<file path="config.mk">
export PLATFORM = sky130hd
export DESIGN_NAME = window_multiplier
export DESIGN_NICKNAME = d
export VERILOG_FILES = /design/src/rtl/window_multiplier.sv
export SDC_FILE = /design/constraint.sdc
export NUM_CORES = 1
export LEC_CHECK = 0
export CORE_ASPECT_RATIO = 0.7
export CORE_MARGIN = 3
export CORE_UTILIZATION = 45
export CTS_CLUSTER_SIZE = 28
export DETAILED_ROUTE_END_ITERATION = 10
export PLACE_DENSITY = 0.71
export SYNTH_ARGS = -nofsm -noshare
export SYNTH_HDL_FRONTEND = slang
export SYNTH_SLANG_ARGS = --single-unit
</file>
<file path="constraint.sdc">
create_clock -name clock -period 3.25 [get_ports clock]
set_input_delay 0.8125 -clock clock [delete_from_list [all_inputs] [get_ports clock]]
set_output_delay 0.8125 -clock clock [all_outputs]
set_load 0.1 [all_outputs]
</file>
<file path="src/rtl/window_multiplier.sv">
// Windows each upstream sample by its coefficient with round-half-up and saturation.
// Latency: read in cycle N -> m_valid in cycle N+3 when the output FIFO is empty; 1 sample/cycle sustained.
// Backpressure: credits cover S1/S2 plus the FIFO, so dequeue drops before anything would be lost.
//
// Ports:
//   clock, reset_n        single clock, asynchronous active-low reset
//   dequeue / read        request to / grant from the address manager
//   window_addr           window index of the sample read this cycle
//   ram_data, coef_data   sample and coefficient, both valid the cycle after read
//   coef_addr             coefficient ROM address (combinational copy of window_addr)
//   m_data/m_valid/m_ready/m_last  windowed sample stream to the FFT stage
//   overflow              sticky protocol-violation flag (read with no free credit)

// Small first-word-fall-through FIFO used for the output queue.
// Latency: push visible at the head the cycle after the push edge.
// Backpressure: a push into a full FIFO is dropped unless a pop frees a slot in the same cycle.
module wm_fifo #(
    parameter int WIDTH = 17,
    parameter int DEPTH = 4
) (
    input  logic             clock,
    input  logic             reset_n,
    input  logic             i_push_vld,
    input  logic [WIDTH-1:0] i_push_dat,
    input  logic             i_pop_rdy,
    output logic             o_pop_vld,
    output logic [WIDTH-1:0] o_pop_dat,
    output logic             o_full
);
    localparam int AW = $clog2(DEPTH);
    localparam logic [AW:0]   L_DEPTH   = {1'b1, {AW{1'b0}}};
    localparam logic [AW:0]   L_CNT_ONE = {{AW{1'b0}}, 1'b1};
    localparam logic [AW-1:0] L_PTR_ONE = {{(AW-1){1'b0}}, 1'b1};

    logic [WIDTH-1:0] r_mem [DEPTH];
    logic [AW-1:0]    r_wr_ptr;
    logic [AW-1:0]    r_rd_ptr;
    logic [AW:0]      r_count;

    logic w_pop;
    logic w_push;

    assign o_pop_vld = (r_count != '0);
    assign o_full    = (r_count == L_DEPTH);
    assign o_pop_dat = r_mem[r_rd_ptr];

    assign w_pop  = i_pop_rdy && o_pop_vld;
    // A full FIFO can still take a push when the head leaves in the same cycle.
    assign w_push = i_push_vld && (!o_full || w_pop);

    always_ff @(posedge clock or negedge reset_n) begin
        if (!reset_n) begin
            r_wr_ptr <= '0;
            r_rd_ptr <= '0;
            r_count  <= '0;
            for (int i = 0; i < DEPTH; i++) begin
                r_mem[i] <= '0;
            end
        end else begin
            if (w_push) begin
                r_mem[r_wr_ptr] <= i_push_dat;
                r_wr_ptr        <= r_wr_ptr + L_PTR_ONE;
            end
            if (w_pop) begin
                r_rd_ptr <= r_rd_ptr + L_PTR_ONE;
            end
            case ({w_push, w_pop})
                2'b10:   r_count <= r_count + L_CNT_ONE;
                2'b01:   r_count <= r_count - L_CNT_ONE;
                default: r_count <= r_count;
            endcase
        end
    end
endmodule

module window_multiplier #(
    parameter int ADDRWIDTH  = 12,
    parameter int DATAWIDTH  = 16,
    parameter int COEFWIDTH  = 16,
    parameter int FIFO_DEPTH = 4
) (
    input  logic                 clock,
    input  logic                 reset_n,
    output logic                 dequeue,
    input  logic                 read,
    input  logic [ADDRWIDTH-1:0] window_addr,
    input  logic [DATAWIDTH-1:0] ram_data,
    output logic [ADDRWIDTH-1:0] coef_addr,
    input  logic [COEFWIDTH-1:0] coef_data,
    output logic [DATAWIDTH-1:0] m_data,
    output logic                 m_valid,
    input  logic                 m_ready,
    output logic                 m_last,
    output logic                 overflow
);
    // Product of a signed sample and a zero-extended coefficient.
    localparam int PW = DATAWIDTH + COEFWIDTH + 1;
    // One guard bit so adding the rounding constant cannot wrap.
    localparam int RW = PW + 1;
    // Width of the rounded quotient before saturation.
    localparam int QW = RW - COEFWIDTH;
    localparam int CW = $clog2(FIFO_DEPTH) + 1;

    localparam logic [CW-1:0] L_FULL     = CW'(FIFO_DEPTH);
    localparam logic [CW-1:0] L_CRED_ONE = {{(CW-1){1'b0}}, 1'b1};
    localparam logic [RW-1:0] L_HALF     = {{(RW-COEFWIDTH){1'b0}}, 1'b1, {(COEFWIDTH-1){1'b0}}};
    localparam logic signed [QW-1:0] L_MAX = {{(QW-DATAWIDTH+1){1'b0}}, {(DATAWIDTH-1){1'b1}}};
    localparam logic signed [QW-1:0] L_MIN = {{(QW-DATAWIDTH+1){1'b1}}, {(DATAWIDTH-1){1'b0}}};

    // Pipeline state
    logic                 r_v1;
    logic                 r_last1;
    logic                 r_v2;
    logic                 r_last2;
    logic signed [PW-1:0] r_p2;
    logic [CW-1:0]        r_credits;
    logic                 r_overflow;

    logic signed [PW-1:0]  w_ram_ext;
    logic signed [PW-1:0]  w_coef_ext;
    logic signed [PW-1:0]  w_prod;
    logic signed [RW-1:0]  w_rnd_sum;
    logic signed [QW-1:0]  w_q;
    logic [DATAWIDTH-1:0]  w_sat;
    logic                  w_hs;
    logic                  w_violation;
    logic                  w_inc;
    logic                  w_fifo_vld;
    logic                  w_fifo_full;
    logic [DATAWIDTH:0]    w_fifo_head;

    // S0: coefficient lookup runs in parallel with the RAM read.
    assign coef_addr = window_addr;

    // S1: full-precision product; it always fits in PW bits.
    assign w_ram_ext  = $signed({{(PW-DATAWIDTH){ram_data[DATAWIDTH-1]}}, ram_data});
    assign w_coef_ext = $signed({{(PW-COEFWIDTH){1'b0}}, coef_data});
    assign w_prod     = w_ram_ext * w_coef_ext;

    // S2: add one half LSB, then drop the fraction bits (slice == arithmetic shift).
    assign w_rnd_sum = $signed({r_p2[PW-1], r_p2}) + $signed(L_HALF);
    assign w_q       = $signed(w_rnd_sum[RW-1:COEFWIDTH]);

    always_comb begin
        w_sat = w_q[DATAWIDTH-1:0];
        if (w_q > L_MAX) begin
            w_sat = L_MAX[DATAWIDTH-1:0];
        end else if (w_q < L_MIN) begin
            w_sat = L_MIN[DATAWIDTH-1:0];
        end
    end

    // Credit accounting. A read with no free credit is a violation unless the
    // FIFO head leaves in the same cycle, which frees exactly the slot it needs.
    assign w_hs        = w_fifo_vld && m_ready;
    assign w_violation = read && (r_credits == L_FULL) && !w_hs;
    assign w_inc       = read && !w_violation;

    assign dequeue  = reset_n && (r_credits < L_FULL);
    assign overflow = r_overflow;

    always_ff @(posedge clock or negedge reset_n) begin
        if (!reset_n) begin
            r_credits  <= '0;
            r_overflow <= 1'b0;
        end else begin
            case ({w_inc, w_hs})
                2'b10:   r_credits <= r_credits + L_CRED_ONE;
                2'b01:   r_credits <= r_credits - L_CRED_ONE;
                default: r_credits <= r_credits;
            endcase
            if (w_violation) begin
                r_overflow <= 1'b1;
            end
        end
    end

    always_ff @(posedge clock or negedge reset_n) begin
        if (!reset_n) begin
            r_v1    <= 1'b0;
            r_last1 <= 1'b0;
            r_v2    <= 1'b0;
            r_last2 <= 1'b0;
            r_p2    <= '0;
        end else begin
            r_v1    <= read;
            r_last1 <= read && (window_addr == {ADDRWIDTH{1'b1}});
            r_v2    <= r_v1;
            r_last2 <= r_last1;
            r_p2    <= w_prod;
        end
    end

    wm_fifo #(
        .WIDTH (DATAWIDTH + 1),
        .DEPTH (FIFO_DEPTH)
    ) u_out_fifo (
        .clock      (clock),
        .reset_n    (reset_n),
        .i_push_vld (r_v2),
        .i_push_dat ({r_last2, w_sat}),
        .i_pop_rdy  (m_ready),
        .o_pop_vld  (w_fifo_vld),
        .o_pop_dat  (w_fifo_head),
        .o_full     (w_fifo_full)
    );

    assign m_valid = w_fifo_vld;
    assign m_last  = w_fifo_head[DATAWIDTH];
    assign m_data  = w_fifo_head[DATAWIDTH-1:0];

    // Fullness is fully covered by the credit counter; the flag only exists for the drop path.
    logic w_unused;
    assign w_unused = w_fifo_full;
endmodule

</file>
# Word-level counts from Yosys, hierarchy flattened
# Index checks and enable logic that the tools add are counted.
# op_classes
muxes	10
n_reduce_logical	15
eq_ne	7
n_bitwise	2
add_sub_neg	7
n_lt_le_gt_ge	6
mul	1
# op_table
operator	n
68-bit bitwise mux	1
17-bit two-way mux	3
33-bit by 17-bit adder with 34-bit output, second input constant	1
17-bit binary-select mux with 2-bit select	1
17-bit demux with 2-bit select	1
16-bit by 17-bit multiplier with 33-bit output	1
16-bit two-way mux	2
18-bit by 16-bit greater-than comparator with 1-bit output, second input constant	1
18-bit by 16-bit less-than comparator with 1-bit output, second input constant	1
12-bit == test, second input constant	1
3-bit case mux with 2 select lines	2
1-bit logical AND	8
3-bit by 1-bit adder with 3-bit output, second input constant	2
3-bit == test, second input constant	2
3-bit greater-or-equal comparator, second input constant	2
2-bit NOT with 3-bit output	2
3-bit by 1-bit subtractor with 3-bit output, second input constant	2
2-bit by 1-bit adder with 2-bit output, second input constant	2
2-bit by 1-bit == test with 1-bit output, second input constant	2
2-bit == test, second input constant	2
2-bit nonzero test	2
1-bit logical NOT	3
3-bit by 1-bit less-than comparator with 1-bit output, second input constant	1
3-bit less-than comparator, second input constant	1
2 further kinds	2
# word_totals
ff_bits	116
output_inout_bits	32
in_bits	48
word_cells	62

# Longest topological paths before layout
# depth
word_depth	8
depth_mapped	21
mapped_depth_nobuf	19

# Hierarchy
# A second synthesis with hierarchy kept.
# hier_totals
cells_unflattened	1333
area_unflattened_um2	13319.0
# by_module_without_submodules
mod	instances	seq_area_each_um2	cells_each	area_each_um2
window_multiplier	1	650.6	1117	9880.7
wm_fifo	1	1876.8	216	3438.3

# Worst setup path after synthesis
# OpenSTA, ideal clock, no wires.
# synth_timing
path_type	input -> register
start	input ram_data[3]
end	register r_p2[31]
stages	18
arrival_time_ps	5962
slack_ps	-2792
required_ps	3170
n_path_buf	1
setup_ps	80
path_cell_list	clkbuf_1 -> nand2_1 -> fa_1 -> fa_1 -> fa_1 -> inv_1 -> fa_1 -> fa_1 -> inv_1 -> fa_1 -> inv_1 -> ha_1 -> a2111oi_0 -> o21ai_0 -> a32oi_2 -> o21bai_1 -> a211oi_1 -> xnor2_1
# synth_via
elab_chain_len	1
# synth_rtl
item	line	source
start, declared	87	input logic [DATAWIDTH-1:0] ram_data,
16-bit by 17-bit multiplier with 33-bit output	138	assign w_prod = w_ram_ext * w_coef_ext;
named net w_prod[31]	121	logic signed [PW-1:0] w_prod;
end signal, assigned	190	r_p2 <= w_prod;
end, declared	115	logic signed [PW-1:0] r_p2;
# The timed path passes the listed nets, and every way through them passes these cells.
# A chain may end at the register's enable or synchronous reset.

# Worst setup path in the final report
# layout_timing
start	input coef_data[7]
end	register r_p2[23]
# layout_via
elab_chain_len	1
# layout_rtl
item	line	source
start, declared	89	input logic [COEFWIDTH-1:0] coef_data,
16-bit by 17-bit multiplier with 33-bit output	138	
named net w_prod[23]	121	
# The timed path passes the listed nets, and every way through them passes these cells.

==> flow_summary.ini <==
[run_status]
outcome = complete, but fails checks
violations = setup timing

[detailed_routing]
wirelength_um = 35500
wl_met2_um = 16600
wl_met1_um = 15700
drtIter0Drc = 626
avgRoutedWirePerCell_um = 17.4
vias = 10800
drc = 0
ant_nets = 0
vias_per_cell = 5.31
highest_layer = met4
dr_wl_met3_um = 2650
drt-pass1-iter-count = 5

[cells_and_area]
drive_gt1_share_pct = 33.7
areaGrowthSynthToFinish_pct = 33.9
regArea_um2 = 2530
multiInputGateArea_um2 = 10500
layout_common_cells = 205 x inv_1, 189 x buf_4, 178 x fa_1, 133 x nand2_1, 106 x ha_1
stdcell_area_um2 = 17900
final_cells = 2032
final_common_cell = inv_1
fillers = 2275
antenna_cells = 0
num-nets-final = 2017

[setup_path]
critPathKind = primary input to flop
ff2ff_setup_slack_ps = 910
cp_max_fo = 6
endpoint_kind = flop
worstPathArrival_ps = 5850
cp_common_cell = fa_1
r2r-start = r_p2[15]
path_cells = buf_8 > buf_6 > and2_4 > fa_1 > inv_2 > fa_1 > fa_1 > inv_1 > fa_1 > fa_1 > inv_1 > fa_1 > inv_2 > ha_4 > and4_4 > and3_4 > a32oi_2 > buf_6 > o31ai_4 > buf_4 > xor2_1
worstRegToRegCells = 7
crit_required_ps = 3520
rr_endpoint = u_out_fifo.r_mem[64]
cpMaxStageDelayCell = fa_1
cpPeakStageDelay_ps = 540
startpoint_type = primary input

[synthesis]
synth-xor-area-share_pct = 2.42
synthSimpleGateAreaFrac_pct = 15.7
synth_top_area_share_pct = 29.2
synthMuxAreaShare_pct = 4.62
synth_warnings = 0
synth_cells = 1379
synthArstFlopShare_pct = 100
ys_ff_latch = 101
synthTopCellsByArea = fa_1 29%, dfrtp_1 19%, ha_1 12%
synth_edf_count = 0
synth_compound_area_share_pct = 8.49
synth_nets = 1747
synth_adder_area_share_pct = 40.9
synth_top_family_by_area = adder cells
syn_area_um2 = 13400
synth_top_area_cell = fa_1
avgSynthCellArea_um2 = 9.69
synth_cell_types = 59
seq_area_frac_synth_pct = 18.9
synth_flop_cell = dfrtp_1

[floorplan]
start_util_pct = 46.0
placementRows = 52
die_y_um = 150
dieArea_um2 = 31800
chipWidth_um = 212
num_io_pins = 80
coreArea_um2 = 29100

[timing]
setup_viol = 18
maxSlewHeadroom_pct = 55.0
rsz0062_at_grt = yes
skew_ps = 11.8
fin_crit_sh_pct = 172
maxSlewViolCount = 0
period_minus_slack_ps = 5580
max_freq_ghz = 0.179
fin_ws_ps = -2330
tightest_slew_ps = 676
hold_viol_final = 0

[job]
drv_cap = 0

[hold_path]
worstHoldEndpoint = r_v2
holdCritPathClass = flop to flop
holdPathStages = 0
min_from = r_v1

[cts]
clkSinkCount = 101
clockBufferDepth = 2
holdBufCountCts = 0
path_clk_slew_ps = 70
cts-root-buf = clkbuf_16
cts_tree = yes
cts-buffers-inserted = 9
h-tree-depth = 3
clk-insertion-delay-late_ps = 350

[global_route]
antenna_found_initial = 0
grt-ovfl-total = 0
grt_pass1_wl_um = 59400
grt_pass1_vias = 11800
grt_use_total_pct = 23.3
grt_max_degree = 55

[placement]
numPortBuffers = 79
dp_cells = 1951
dp_hpwl_um = 27500
gp_congestion = 0.943
place_area_um2 = 16300
## what timing repair did
| item | 4_1_cts | 5_1_grt |
|---|---|---|
| gates resized for setup | 248 | 93 |
| buffers inserted | 55 | 12 |
| cloned | 4 | 1 |
| pin swaps | 150 | 88 |
| setup endpoints to repair | 18 | 18 |
## Yosys cell counts (2+ instances only)
master,n
inv_1,233
fa_1,195
nand2_1,159
and2_1,126
ha_1,125
dfrtp_1,101
nor2_1,60
a21oi_1,47
clkbuf_1,44
o22a_1,36
o21ai_0,28
xnor2_1,23
mux2_2,20
mux4_2,17
xor2_1,14
nand3_1,13
buf_4,12
nor3_1,12
nand4_1,10
a211oi_1,7
and3_1,7
nand2b_1,7
o211ai_1,6
a31oi_1,5
and2_2,5
buf_6,5
o21bai_1,5
a21o_1,4
and4_1,4
nand2_2,4
or3_1,4
a311oi_1,3
buf_2,3
nor2b_1,3
o31ai_1,3
a2111oi_0,2
a32oi_1,2
a41o_1,2
nor4_1,2
o21a_1,2
## registers in the layout (all words and copies together) (netlist names)
| name | count |
|---|---|
| r_v2 | 1 |
| u_out_fifo.r_mem | 68 |
| r_p2 | 18 |
| r_last2 | 1 |
| overflow | 1 |
| u_out_fifo.r_rd_ptr | 2 |
| r_last1 | 1 |
| u_out_fifo.r_count | 3 |
| r_v1 | 1 |
| u_out_fifo.r_wr_ptr | 2 |
| r_credits | 3 |
## final cells by class
class / instances / share of cell area [%]
Inverter: 233 / 4.89
Timing Repair Buffer: 323 / 18.0
Clock buffer: 12 / 1.43
Tap cell: 378 / 2.64
Multi-Input combinational cell: 981 / 58.6
Clock inverter: 4 / 0.301
Sequential cell: 101 / 14.1
## routing by layer
layer,global-route usage (%),vias up
met5,0,-
met3,6.14,50
met2,37.6,334
li1,-,4943
met1,32.6,5464
met4,3.85,0
## worst max-delay path, delay by kind of cell
family	cells	cell delay (ps)
adder cells (fa/ha/maj)	7	3250
AO/OA/AOI/OAI	2	380
XOR/XNOR	1	130
buffers and inverters	8	720
AND/OR/NAND/NOR	3	530
## cell families after synthesis
family	Yosys count
AND/OR/NAND/NOR	422
adder cells (fa/ha/maj)	320
XOR/XNOR	37
multiplexers	38
AO/OA/AOI/OAI	164
flip-flops	101
buffers and inverters	297
## per-stage QoR
step                      hold WS [ps]  setup WS [ps]  util (%)  TNS [ps]
final                              352          -2330      61.6    -40680
after global routing               362          -2490      61.6    -43120
after CTS                          356          -2350      60.9    -40440
after detailed placement           340          -3250      56.2    -55790
after global placement             333          -3240      56.2    -54700
after floorplan                    331          -2410         -    -39710
## worst max path at each step
stage,slack (ps),start,endpoint,cells past startpoint
6_report,-2330,coef_data[7],r_p2[23],21
5_1_grt,-2490,coef_data[6],r_p2[31],21
4_1_cts,-2350,coef_data[6],r_p2[31],21
3_5_place_dp,-3250,ram_data[6],r_p2[26],21
3_3_place_gp,-3240,ram_data[6],r_p2[26],21
2_1_floorplan,-2410,ram_data[4],r_p2[31],19
Power is left out: the tool's default activity adds up to more than one toggle a clock period on the data nets, which glitch-free logic cannot reach.
